--- src/rtl/seq_mul.sv ---
// Sequential shift-add multiplier: WIDTH iterations on operand magnitudes,
// then a sign fix-up cycle. Handles unsigned and two's-complement operands.
module seq_mul #(
    parameter int WIDTH = 4
) (
    input  logic                 clk,
    input  logic                 rst,
    input  logic                 start,
    input  logic                 signed_mode,
    input  logic [WIDTH-1:0]     a,
    input  logic [WIDTH-1:0]     b,
    output logic                 busy,
    output logic                 done,
    output logic [2*WIDTH-1:0]   product
);

    localparam int CW = (WIDTH > 2) ? $clog2(WIDTH) : 1;
    localparam logic [CW-1:0] LAST_ITER = CW'(WIDTH - 1);

    typedef enum logic [1:0] {IDLE, RUN, SIGN} state_t;

    state_t             state_reg;
    logic [WIDTH-1:0]   mcand_reg;
    logic [WIDTH-1:0]   mplier_reg;
    logic [2*WIDTH-1:0] acc_reg;
    logic [CW-1:0]      cnt_reg;
    logic               sign_reg;

    logic [WIDTH-1:0]   a_mag;
    logic [WIDTH-1:0]   b_mag;
    logic [WIDTH-1:0]   addend;
    logic [WIDTH:0]     sum;
    logic [2*WIDTH-1:0] acc_neg;

    // The most-negative value negates to itself, which read as unsigned is
    // exactly its magnitude, so no extra bit is needed.
    always_comb begin
        a_mag   = (signed_mode && a[WIDTH-1]) ? (~a + 1'b1) : a;
        b_mag   = (signed_mode && b[WIDTH-1]) ? (~b + 1'b1) : b;
        addend  = mplier_reg[0] ? mcand_reg : '0;
        sum     = {1'b0, acc_reg[2*WIDTH-1:WIDTH]} + {1'b0, addend};
        acc_neg = ~acc_reg + 1'b1;
    end

    always_ff @(posedge clk or posedge rst) begin
        if (rst) begin
            state_reg  <= IDLE;
            mcand_reg  <= '0;
            mplier_reg <= '0;
            acc_reg    <= '0;
            cnt_reg    <= '0;
            sign_reg   <= 1'b0;
            busy       <= 1'b0;
            done       <= 1'b0;
            product    <= '0;
        end else begin
            done <= 1'b0;
            case (state_reg)
                IDLE: begin
                    if (start) begin
                        mcand_reg  <= a_mag;
                        mplier_reg <= b_mag;
                        sign_reg   <= signed_mode & (a[WIDTH-1] ^ b[WIDTH-1]);
                        acc_reg    <= '0;
                        cnt_reg    <= '0;
                        busy       <= 1'b1;
                        state_reg  <= RUN;
                    end
                end
                RUN: begin
                    // Carry out of the upper-half add lands in the MSB after the shift.
                    acc_reg    <= {sum, acc_reg[WIDTH-1:1]};
                    mplier_reg <= mplier_reg >> 1;
                    cnt_reg    <= cnt_reg + 1'b1;
                    if (cnt_reg == LAST_ITER) begin
                        state_reg <= SIGN;
                    end
                end
                SIGN: begin
                    product   <= sign_reg ? acc_neg : acc_reg;
                    done      <= 1'b1;
                    busy      <= 1'b0;
                    state_reg <= IDLE;
                end
                default: begin
                    state_reg <= IDLE;
                    busy      <= 1'b0;
                end
            endcase
        end
    end

endmodule

--- config.mk ---
export PLATFORM = sky130hd
export DESIGN_NAME = seq_mul
export DESIGN_NICKNAME = d
export VERILOG_FILES = /design/src/rtl/seq_mul.sv
export SDC_FILE = /design/constraint.sdc
export NUM_CORES = 1
export LEC_CHECK = 0
export ABC_AREA = 1
export BUFFER_PORTS_ARGS = -buffer_cell sky130_fd_sc_hd__buf_2
export CAP_MARGIN = 10
export CORE_MARGIN = 3
export CORE_UTILIZATION = 45
export CTS_BUF_LIST = sky130_fd_sc_hd__clkbuf_8
export CTS_CLUSTER_DIAMETER = 50
export DETAILED_ROUTE_END_ITERATION = 6
export GPL_TIMING_DRIVEN = 0
export SLEW_MARGIN = 0
export SYNTH_ARGS = -nofsm -noshare
export SYNTH_HDL_FRONTEND = slang
export SYNTH_SLANG_ARGS = --single-unit
--- constraint.sdc ---
create_clock -name clk -period 2.1 [get_ports clk]
set_clock_uncertainty 0.05 [all_clocks]
set_input_delay 0.105 -clock clk [delete_from_list [all_inputs] [get_ports clk]]
set_output_delay 0.105 -clock clk [all_outputs]
set_load 0.005 [all_outputs]
==> summary.txt <==
Layout net count - 251
Core Area - 3390 µm²
I/O pin cnt - 22
First-pass GRT wire length - 5830 µm
Tot Pwr - 2.49 mW
Root Buffer - clkbuf_8
Setup crit end kind - flop
Vias post-DR - 1304
Syn Inst Count - 200
Worst Path Required - 2260 ps
MaxCap Viol Count - 0
Unrepaired setup endpoints after global routing - false
Vias per inst - 4.71
GRT Util Overall - 17.8%
Top cells by area, synth - dfrtp_1 48%, nand2_1 13%, inv_1 7.0%
Met3 Use GR - 5.30%
Core Rows - 21
CP dominant cell by count - inv_1
Drt pass-1 iters - 4
Final setup fails - 0
Mapped Nets - 221
Post-synth EDFFs - 0
Post-synth top cells - 57 x nand2_1, 31 x dfrtp_1, 30 x inv_1
Cell Pwr Density - 1320 nW/µm²
Post-Layout Cell Count - 277
Slowest cell on the critical path - dfrtp_1
Setup TNS - 0 ps
Placed cell area - 1770 µm²
Initial cell density of the core - 47.4%
RePlAce Congestion - 0.886
Hold Worst Slack - 74.9 ps
Initial antenna violation count - 0
Tmin final - 1650 ps
Clk buf depth - 2
DR iter-0 viols - 40
GRT Max-Usage Layer - met2
Fill cell count - 329
Routed wire length per instance - 11.5 µm
Reg clk slew, reported paths - 70 ps
Chip width - 65.7 µm
Synthesis-to-finish area growth - 17.5%
Crit-path max FO - 5
Yosys cell types - 20
Final Instance Area - 1890 µm²
Final Hold Viols - 0
Worst vdd ir - 617 µV
DP HPWL - 2390 µm
Synth area leader - dfrtp_1
H-tree depth - 2
Post-CTS setup buffer count - 0
Final Cycle Share - 78.8%
GR Util met1 - 19.7%
Placed Cells - 267
Arr. time, crit path - 1810 ps
Slew Limit Fails - 0
Async SR Flop Fraction - 100%
Cell Area, Synth - 1610 µm²
F_max - 605 MHz
Setup slack after layout - 446 ps
Final ANT Viol Nets - 0
Register area share after synthesis - 48.3%
Top delay family on crit path - adder cells
Synthesis-stage register bit count - 31
Die height - 65.7 µm
Post-layout util - 55.7%
DIE AREA - 4320 µm²
Top cell type's share of synthesized area - 48.3%
WS Path Type - reg2reg
Vias in the first global route - 1382
CTS-repair resized insts - 0
GR Overflow Total - 0
Cell Chain, Critical Path - nand2_1, inv_1, ha_1, inv_1, fa_1, inv_1, nand2_1, a21oi_1, o21ai_0, o21ai_1
Met2 Use GR - 31.3%
DRT Wirelength - 3180 µm
Dominant synthesized flop cell - dfrtp_1
Largest net degree at the start of global routing - 32
DRC - 0
Lkg Pwr - 1.04 nW
CP startpoint kind - flop
Worst-Margin Slew - 524 ps
CTS buffer count - 5
Slew headroom - 65.0%
Worst hold-check path type - in2reg
Place WS - 463 ps
Most frequent cell after synthesis - nand2_1
CTS tree - built
Port Buf Inserts - 21
Hold buffers post-CTS - 0
Avg Cell Area, Syn - 8.03 µm²
Status - finished clean
Yosys Warn Count - 0
Layout cells sized above 1 - 16.0%
ANT cells - 0
Crit-path max cell delay - 400 ps
TritonCTS Sinks - 31
Clock Latency Late Sink - 280 ps
CP bufs+invs - 3
[logic make-up (layout without fill, tap and decap cells)]
family	after synthesis	count (layout)	share of synthesized area, %
AND/OR/NAND/NOR	91	91	24.1
adder cells (fa/ha/maj)	9	9	7.48
flip-flops	31	31	48.3
buffers and inverters	35	66	8.34
AO/OA/AOI/OAI	32	32	10.7
XOR/XNOR	2	2	1.09
[layout make-up]
class / count / area, µm² / area share, %
clock buffers: 5 / 68.8 / 3.65
clock inverters: 3 / 12.5 / 0.663
repair buffers: 23 / 143 / 7.56
well taps: 46 / 57.6 / 3.05
plain buffers: 2 / 10.0 / 0.531
multi-input cells: 134 / 696 / 36.9
flip-flops and latches: 31 / 776 / 41.1
inverters: 33 / 124 / 6.56
[cell usage in the layout (no fill, tap or decap), types with 2 or more instances in the layout]
cell type / instances
ha_1: 8
a21oi_1: 7
nand3_1: 15
clkbuf_8: 5
nor2_4: 2
inv_2: 3
nand2_1: 57
dfrtp_1: 31
o21ai_1: 3
o21ai_0: 14
o22ai_1: 7
nor3_1: 2
inv_1: 32
buf_2: 23
nor2_1: 13
[path summary, 6_finish.rpt]
check | startpoint | slack, ps | end | depth (start not counted)
setup / recovery | mplier_reg[0]$_DFFE_PP0P_ | 450 | acc_reg[7]$_DFFE_PP0P_ | 10
hold / removal | b[3] | 70 | mplier_reg[3]$_DFFE_PP0P_ | 3
setup reg to reg | mplier_reg[0]$_DFFE_PP0P_ | 450 | acc_reg[7]$_DFFE_PP0P_ | 10
hold reg to reg | product[4]$_DFFE_PP0P_ | 420 | product[4]$_DFFE_PP0P_ | 2
max in group asynchronous | rst | 1170 | mplier_reg[1]$_DFFE_PP0P_ | 4
min in group asynchronous | rst | 350 | product[3]$_DFFE_PP0P_ | 3
[worst reg2reg max path, stage by stage, from the launching register on]
cell and delay (ps):
dfrtp_1 400, nand2_1 70, inv_1 50, ha_1 160, inv_1 60, fa_1 360, inv_1 90, nand2_1 60
a21oi_1 130, o21ai_0 80, o21ai_1 90
[power breakdown]
| part | internal (mW) | switching, mW | leakage, nW |
|---|---|---|---|
| sequential | 0.845 | 0.152 | 0.396 |
| clock | 0.222 | 0.210 | 0.0505 |
| combinational | 0.408 | 0.650 | 0.597 |
| total | 1.48 | 1.01 | 1.04 |
[metal layers]
layer,vias to the layer above,share of wire [%]
met5,-,0
met4,0,2.0
met3,5,3.6
met2,17,50
met1,585,44
li1,697,-
Note: power is estimated with default switching activity, not from simulation.
